==> config.mk <==
export PLATFORM = sky130hd
export DESIGN_NAME = single_loop_flat
export DESIGN_NICKNAME = d
export VERILOG_FILES = /design/src/rtl/single_loop_if.sv /design/src/rtl/single_loop.sv /design/src/flat_wrapper.sv
export SDC_FILE = /design/constraint.sdc
export NUM_CORES = 1
export LEC_CHECK = 0
export ABC_CLOCK_PERIOD_IN_PS = 3400
export CORE_UTILIZATION = 35
export DETAILED_ROUTE_END_ITERATION = 10
export PLACE_DENSITY = 0.64
export SLEW_MARGIN = 10
export SYNTH_ARGS = -nofsm -noshare
export SYNTH_HDL_FRONTEND = slang
export SYNTH_SLANG_ARGS = --single-unit
==> constraint.sdc <==
create_clock -name clk -period 3.4 [get_ports clk]
set_clock_uncertainty 0.1 [all_clocks]
set_input_delay 0.51 -clock clk [delete_from_list [all_inputs] [get_ports clk]]
set_output_delay 0.51 -clock clk [all_outputs]
set_load 0.05 [all_outputs]
==> src/rtl/single_loop_if.sv <==
// Handshake bundle between the ControlUnit loop stack and one loop iteration counter.
// The master drives the loop configuration and jump events; the slave reports progress.
interface single_loop_if #(
  parameter int BITS = 18
);
  logic            should_increment;
  logic [BITS-1:0] initial_iteration_count;
  logic            initial_is_inner_independent_loop;
  logic            jumped;
  logic            done;
  logic [BITS-1:0] current_iteration;

  modport master (
    output should_increment,
    output initial_iteration_count,
    output initial_is_inner_independent_loop,
    output jumped,
    input  done,
    input  current_iteration
  );

  modport slave (
    input  should_increment,
    input  initial_iteration_count,
    input  initial_is_inner_independent_loop,
    input  jumped,
    output done,
    output current_iteration
  );
endinterface

==> src/rtl/single_loop.sv <==
// Per-loop iteration counter: loads a trip count while reset is high, counts
// end-of-loop back-jumps, and flags the last iteration with a sticky done.
module single_loop #(
  parameter int BITS                  = 18,
  parameter int SUPERSCALAR_LOG_WIDTH = 2
) (
  input  logic         clk,
  input  logic         reset,
  single_loop_if.slave bus
);
  localparam int W = 1 << SUPERSCALAR_LOG_WIDTH;

  logic [BITS-1:0] limit_q;
  logic            indep_q;
  logic [BITS-1:0] iter_q;
  logic            done_q;

  logic [BITS:0]   rounded_count;
  logic [BITS:0]   ceil_count;
  logic [BITS-1:0] limit_load;
  logic            inc;
  logic [BITS-1:0] iter_next;
  logic            done_next;

  // One extra bit so count + W-1 cannot wrap before the divide.
  assign rounded_count = {1'b0, bus.initial_iteration_count} + (BITS+1)'(W - 1);
  assign ceil_count    = rounded_count >> SUPERSCALAR_LOG_WIDTH;
  assign limit_load    = bus.initial_is_inner_independent_loop
                         ? ceil_count[BITS-1:0]
                         : bus.initial_iteration_count;

  assign inc       = bus.jumped & bus.should_increment & ~done_q;
  assign iter_next = iter_q + BITS'(inc);
  assign done_next = (limit_q <= BITS'(1)) | (iter_next >= limit_q - BITS'(1));

  // NOTE: the configuration registers are loaded synchronously while reset is
  // high, so they carry no asynchronous reset; a data-dependent value in an
  // async reset branch would become an asynchronous load.
  always_ff @(posedge clk) begin
    if (reset) begin
      limit_q <= limit_load;
      indep_q <= bus.initial_is_inner_independent_loop;
    end
  end

  always_ff @(posedge clk or posedge reset) begin
    if (reset) begin
      iter_q <= '0;
      done_q <= 1'b0;
    end else begin
      iter_q <= iter_next;
      done_q <= done_next;
    end
  end

  // Once done is set, inc is blocked, so iter saturates at limit-1.
  assign bus.done              = done_q;
  assign bus.current_iteration = indep_q ? (iter_q << SUPERSCALAR_LOG_WIDTH) : iter_q;

endmodule

==> src/flat_wrapper.sv <==
// flat-port wrapper written by rule: the top's interface ports become plain ports
module single_loop_flat 
#(
  parameter int BITS                  = 18,
  parameter int SUPERSCALAR_LOG_WIDTH = 2
)
  (clk, reset, bus_should_increment, bus_initial_iteration_count, bus_initial_is_inner_independent_loop, bus_jumped, bus_done, bus_current_iteration);
  single_loop_if #(.BITS(BITS)) bus_i ();
  input  logic clk;
  input  logic reset;
  input wire logic [$bits(bus_i.should_increment)-1:0] bus_should_increment;
  input wire logic [$bits(bus_i.initial_iteration_count)-1:0] bus_initial_iteration_count;
  input wire logic [$bits(bus_i.initial_is_inner_independent_loop)-1:0] bus_initial_is_inner_independent_loop;
  input wire logic [$bits(bus_i.jumped)-1:0] bus_jumped;
  output wire logic [$bits(bus_i.done)-1:0] bus_done;
  output wire logic [$bits(bus_i.current_iteration)-1:0] bus_current_iteration;
  assign bus_i.should_increment = bus_should_increment;
  assign bus_i.initial_iteration_count = bus_initial_iteration_count;
  assign bus_i.initial_is_inner_independent_loop = bus_initial_is_inner_independent_loop;
  assign bus_i.jumped = bus_jumped;
  assign bus_done = bus_i.done;
  assign bus_current_iteration = bus_i.current_iteration;
  single_loop #(.BITS(BITS), .SUPERSCALAR_LOG_WIDTH(SUPERSCALAR_LOG_WIDTH)) u_core (.clk(clk), .reset(reset), .bus(bus_i));
endmodule
==> impl_metrics.csv, run 1 <==
group,metric,value,unit
outcome,status,"finished, final reports clean",
logic_synthesis,synth_top_cell_area_share,20.55,%
cts,cts_sinks,38,
detailed_routing,routedWlPerCell,12.29,um
timing,fmax,322.5,MHz
critical_path,start_kind,"input port",
min_path,min_to,"u_core.iter_q[17]",
critical_path,r2r_cells,8,
detailed_routing,routed_wl,5.273,mm
logic_synthesis,yosysSeqAreaShare,37.67,%
timing,setup_viol,0,
die,io_pins,42,
global_routing,grt_pass1_vias,2063,
timing,max_slew.worst_pin.slew,786.1,ps
die,initial_core_util,36.12,%
detailed_routing,ant_nets,0,
logic_synthesis,ys.flop_type,"edfxtp_1",
critical_path,cp_slowest_stage_delay,490,ps
min_path,min_from,"u_core.iter_q[17]",
detailed_routing,viasPerCell,5.068,
pwr,p_seq_share,42.4,%
cts,clockBufferDepth,2,
cts,cts_tree,"yes",
critical_path,ff2ff_setup_slack,600,ps
cts,cts-resized-gates,0,
critical_path,cp.required,3500,ps
min_path,hp-class,"reg -> reg",
critical_path,path_max_fanout,4,
place,dp.cells,421,
cts,clock_latency,290,ps
cts,hold_buffers,0,
logic_synthesis,yosysTopAreaCell,"edfxtp_1",
die,placement_rows,32,
pwr,power_frac_comb,35.7,%
pwr,p_int,925.9,uW
critical_path,cp_top_family,"simple AND/OR/NAND/NOR gates",
timing,hold_slack,406.7,ps
critical_path,slowest_stage,"or4_1",
cts,cts-root-buf,"clkbuf_8",
place,dp_hpwl,4.158,mm
logic_synthesis,synth.avg_cell_area,9.951,um^2
global_routing,grt_antenna_before_repair,0,
layout,layout.nets,371,
timing,slew_headroom,47.43,%
global_routing,grt_first_pass_wirelength,9.266,mm
critical_path,r2r-start,"u_core.limit_q[6]",
pwr,swShare,35.77,%
critical_path,cp_cell_sequence,"clkdlybuf4s50_1 > nand2_1 > nor2_1 > ha_1 > and4_1 > nand4_1 > xnor2_1 > ha_1 > nand3_1 > or4_1 > o211a_1 > o31ai_1",
critical_path,timing.rr.end,"u_core.bus.done",
global_routing,grt.total_usage,13.89,%
logic_synthesis,synth_cell_types,45,
critical_path,path_class,"in -> reg",
logic_synthesis,yosysMostFrequentCell,"xnor2_1",
die,die_h,91.07,um
layout,syn_to_final_growth,23.43,%
die,dieArea,8293,um^2
place,gp_congestion,0.7793,
min_path,whs_path_depth,1,
detailed_routing,drc,0,
timing,min_period,3100,ps
layout,final_layout_size_suffix_gt1_share,11.62,%
logic_synthesis,syn-num-nets,324,
timing,tns,0,ps
cts,htree_num_levels,2,
cts,clk_pin_slew,70,ps
logic_synthesis,syn-instance-count,279,
logic_synthesis,netlist_area,2776,um^2
critical_path,cp_num_buf_inv,1,
layout,final_cells,429,
logic_synthesis,synthTopCellsByCount,"xnor2_1, nand3_1, nand2_1",
detailed_routing,initialDrtViolationCount,40,
pwr,total_power,1442,uW
detailed_routing,drtPass1Iterations,6,
pwr,clkPwrFrac,21.8,%
place,port_buffers,41,
critical_path,cp.depth,12,
pwr,leakage,0.001348,uW
die,core_area,7687,um^2
pwr,power_density,420.6,nW/um^2
cts,numCtsBuffers,5,
die,die_w,91.07,um
pwr,irDropWorstVdd,155.6,uV
detailed_routing,vias,2174,
layout,diodes,0,
critical_path,cp.arrival,3200,ps
pwr,p_switching,515.6,uW
timing,finalHoldViolCount,0,
timing,rsz0062_at_grt,"no",
logic_synthesis,async_reset_ff_share,50.00,%
logic_synthesis,synth_edf_count,19,
flow_run,drv_cap,0,
logic_synthesis,ys_ff_latch,38,
global_routing,grt_max_degree,27,
critical_path,path_common_cell,"ha_1",
timing,final.period_utilization,91.19,%
cts,cts_setup_buffers,0,
critical_path,cp-end-kind,"register",
timing,slew_viol_final,0,
logic_synthesis,yosysWarnings,0,
logic_synthesis,synth_area_leaders,"edfxtp_1, dfrtp_1, ha_1",
global_routing,grt_overflow_total,0,
[power groups by stage]
stage	clock [uW]	combinational (uW)	sequential [uW]
6_report	314	515	612
5_1_grt	346	572	622
4_1_cts	325	524	613
3_5_place_dp	0	521	623
3_3_place_gp	0	511	620
2_1_floorplan	0	361	599
[registers in the layout (all words and copies together) (netlist names)]
name,flops
u_core.indep_q,1
u_core.iter_q,18
u_core.limit_q,18
u_core.bus.done,1
[worst reg2reg max path, cell delays in order (launching register included)]
cell      delay [ps]
edfxtp_1         430
nor4_2           460
nand3_1          270
xor2_1           220
ha_1             300
nand3_1           90
or4_1            490
o211a_1          150
o31ai_1          200
[final cells by class]
cell class	instances	area (um^2)
clock inverters	1	5.005
well taps	102	127.6
repair buffers	48	462.9
fillers	766	4260
flip-flops and latches	38	1046
multi-input cells	226	1673
clock buffers	7	86.33
inverters	7	26.28
[cell usage in the layout, fill, tap and decap left out, types with 2 or more instances in the layout]
| cell | instances |
|---|---|
| clkdlybuf4s50_1 | 41 |
| mux2_2 | 16 |
| nor3_1 | 4 |
| and4_1 | 3 |
| buf_4 | 7 |
| and3_1 | 3 |
| nor4_1 | 6 |
| xor2_1 | 9 |
| ha_1 | 22 |
| a21boi_0 | 3 |
| nor2b_1 | 4 |
| nand2_1 | 24 |
| o21ai_0 | 4 |
| o221ai_1 | 3 |
| a21oi_1 | 21 |
| mux2i_1 | 2 |
| nand3_1 | 26 |
| nor2_1 | 15 |
| o22ai_1 | 2 |
| a21o_1 | 2 |
| inv_1 | 7 |
| edfxtp_1 | 19 |
| nand2b_1 | 3 |
| dfrtp_1 | 19 |
| xnor2_1 | 27 |
| nand4_1 | 9 |
| clkbuf_8 | 6 |
[worst max path at each step]
stage | start | endpoint | slack (ps)
after global placement | bus_jumped | u_core.bus.done | 110
after global routing | bus_jumped | u_core.bus.done | 30
after detailed placement | bus_should_increment | u_core.bus.done | 30
final | bus_jumped | u_core.bus.done | 300
after CTS | bus_jumped | u_core.bus.done | 300
after floorplan | u_core.bus.done | u_core.bus.done | 550
[per-layer routing]
| layer | part of all wire (%) | GRT usage, % | up-vias |
|---|---|---|---|
| met1 | 49 | 18.53 | 977 |
| met2 | 45 | 22.41 | 52 |
| met5 | 0 | 0 | - |
| met4 | 1.9 | 5.952 | 0 |
| met3 | 3.5 | 2.010 | 8 |
| li1 | - | - | 1137 |
[per-stage QoR]
step	cell area (um^2)	setup WS, ps	utilization (%)
3_3_place_gp	3336	106.3	43.39
5_1_grt	3427	30.93	44.58
4_1_cts	3427	300.0	44.58
2_1_floorplan	2776	548.6	-
6_report	3427	299.6	44.58
3_5_place_dp	3336	30.89	43.39
[cells by family (layout without fill, tap and decap cells)]
group	count (synthesis)	after routing	synth area share (%)
buf+inv	15	63	2.073
mux	18	18	7.210
fa+ha+maj	22	22	9.914
simple gates	105	105	20.64
xor+xnor	36	36	11.36
compound gates	45	45	11.13
flops	38	38	37.67
Power figures use the tool's default switching activity.
==> inputs of run 2 (changes only) <==
--- a/config.mk
+++ b/config.mk
@@ -9,6 +9,7 @@
 export CORE_UTILIZATION = 35
 export DETAILED_ROUTE_END_ITERATION = 10
 export PLACE_DENSITY = 0.64
+export SETUP_SLACK_MARGIN = 0.2
 export SLEW_MARGIN = 10
 export SYNTH_ARGS = -nofsm -noshare
 export SYNTH_HDL_FRONTEND = slang
==> impl_metrics.csv, run 2 (synthesized netlist as in run 1, its figures left out) <==
group,metric,value,unit
timing,max_slew.worst_pin.slew,795.1,ps
critical_path,r2r_cells,10,
pwr,power_density,416.1,nW/um^2
cts,numCtsBuffers,5,
detailed_routing,viasPerCell,5.069,
timing,fmax,327.7,MHz
timing,slew_headroom,46.83,%
flow_run,drv_cap,0,
die,core_area,7687,um^2
min_path,min_from,"u_core.iter_q[17]",
timing,finalHoldViolCount,0,
global_routing,grt_overflow_total,0,
layout,seq_area,1046,um^2
layout,fillerInstances,753,
die,dieArea,8293,um^2
global_routing,grt.total_usage,13.89,%
cts,cts_tree,"yes",
critical_path,path_max_fanout,3,
layout,final_common_cell,"clkdlybuf4s50_1",
cts,htree_num_levels,2,
layout,reg_top3,"u_core.iter_q x18, u_core.limit_q x18",
timing,tns,0,ps
cts,hold_buffers,0,
timing,setup_viol,0,
critical_path,cp.arrival,3150,ps
timing,rsz0062_at_grt,"no",
global_routing,grt_first_pass_wirelength,9.266,mm
timing,min_period,3052,ps
cts,clk_pin_slew,70,ps
critical_path,timing.rr.end,"u_core.bus.done",
die,die_h,91.07,um
global_routing,grt_max_degree,27,
critical_path,r2r-start,"u_core.limit_q[6]",
critical_path,start_kind,"input port",
timing,setup_slack,348.5,ps
pwr,irDropWorstVdd,163.5,uV
timing,slew_viol_final,0,
place,dp_hpwl,4.158,mm
cts,clock_latency,290,ps
cts,clockBufferDepth,2,
place,gp_congestion,0.7793,
global_routing,grt_antenna_before_repair,0,
die,io_pins,42,
cts,cts_sinks,38,
layout,layout.nets,375,
layout,diodes,0,
global_routing,grt_pass1_vias,2063,
detailed_routing,routed_wl,5.372,mm
critical_path,cp-end-kind,"register",
outcome,status,"finished, final reports clean",
die,initial_core_util,36.12,%
cts,cts-root-buf,"clkbuf_8",
min_path,whs_path_depth,1,
detailed_routing,routedWlPerCell,12.41,um
die,die_w,91.07,um
place,port_buffers,41,
critical_path,cp.required,3500,ps
layout,final_layout_size_suffix_gt1_share,16.01,%
min_path,min_to,"u_core.iter_q[17]",
min_path,hp-class,"reg -> reg",
critical_path,ff2ff_setup_slack,630,ps
detailed_routing,drtPass1Iterations,6,
place,dp_slack,30.89,ps
detailed_routing,initialDrtViolationCount,69,
timing,final.period_utilization,89.75,%
detailed_routing,drc,0,
detailed_routing,vias,2195,
layout,multi_input_area,1738,um^2
detailed_routing,ant_nets,0,
critical_path,path_class,"in -> reg",
layout,syn_to_final_growth,26.86,%
pwr,total_power,1466,uW
die,placement_rows,32,
layout,final_cell_mix,"clkdlybuf4s50_1, nand3_1, xnor2_1, nand2_1, a21oi_1",
pwr,leakage,0.001396,uW
run 2: critical path: stages:
cell             delay (ps)
clkdlybuf4s50_1         450
nand2_1                  50
nor2_1                  100
ha_2                    230
and4_4                  250
nand4_1                 140
xnor2_2                 200
ha_1                    310
nand3_1                 110
or4_4                   490
o211a_1                 150
o31ai_2                 160
run 2: worst max path at each step:
stage / startpoint / slack, ps / depth (start not counted) / to
global route: bus_jumped / 190 / 12 / u_core.bus.done
floorplan: u_core.bus.done / 550 / 11 / u_core.bus.done
finish: bus_jumped / 350 / 12 / u_core.bus.done
CTS: bus_jumped / 300 / 13 / u_core.bus.done
detailed placement: bus_should_increment / 30 / 12 / u_core.bus.done
global placement: bus_jumped / 110 / 13 / u_core.bus.done
run 2: through the flow:
stage	std cells	cell area [um^2]	util (%)	hold WS, ps
finish	433	3522	45.82	406.7
CTS	429	3427	44.58	414.1
global route	433	3522	45.82	457.8
global placement	421	3336	43.39	398.0
detailed placement	421	3336	43.39	400.7
floorplan	279	2776	-	361.1
run 2: repair_timing:
item	in CTS	in global routing
buffers inserted	0	4
endpoints found under the setup margin	0	1
resized for setup	0	13
run 2: metal layers:
layer  vias to the layer above  global-route usage [%]  part of all wire, %
li1                       1142                       -                    -
met1                      1002                   18.53                   50
met2                        45                   22.41                   45
met3                         6                   2.010                  3.2
met4                         0                   5.952                  1.5
met5                         -                       0                    0
run 2: layout make-up:
type | instances | share of cell area [%]
Clock buffer | 7 | 2.451
Multi-Input combinational cell | 226 | 49.34
Inverter | 7 | 0.7460
Tap cell | 102 | 3.623
Timing Repair Buffer | 52 | 14.00
Clock inverter | 1 | 0.1421
Sequential cell | 38 | 29.70
run 2: report_power, final:
group	switching (uW)	internal, uW
registers	73.5	544
logic	303	231
clock network	150	163
==> inputs of run 3 (changes only) <==
--- a/config.mk
+++ b/config.mk
@@ -10,7 +10,7 @@
 export DETAILED_ROUTE_END_ITERATION = 10
 export PLACE_DENSITY = 0.64
 export SETUP_SLACK_MARGIN = 0.2
-export SLEW_MARGIN = 10
+export SLEW_MARGIN = 20
 export SYNTH_ARGS = -nofsm -noshare
 export SYNTH_HDL_FRONTEND = slang
 export SYNTH_SLANG_ARGS = --single-unit
==> results of run 3 <==
No change in the layout: final DEF, timing and power equal those of run 2.
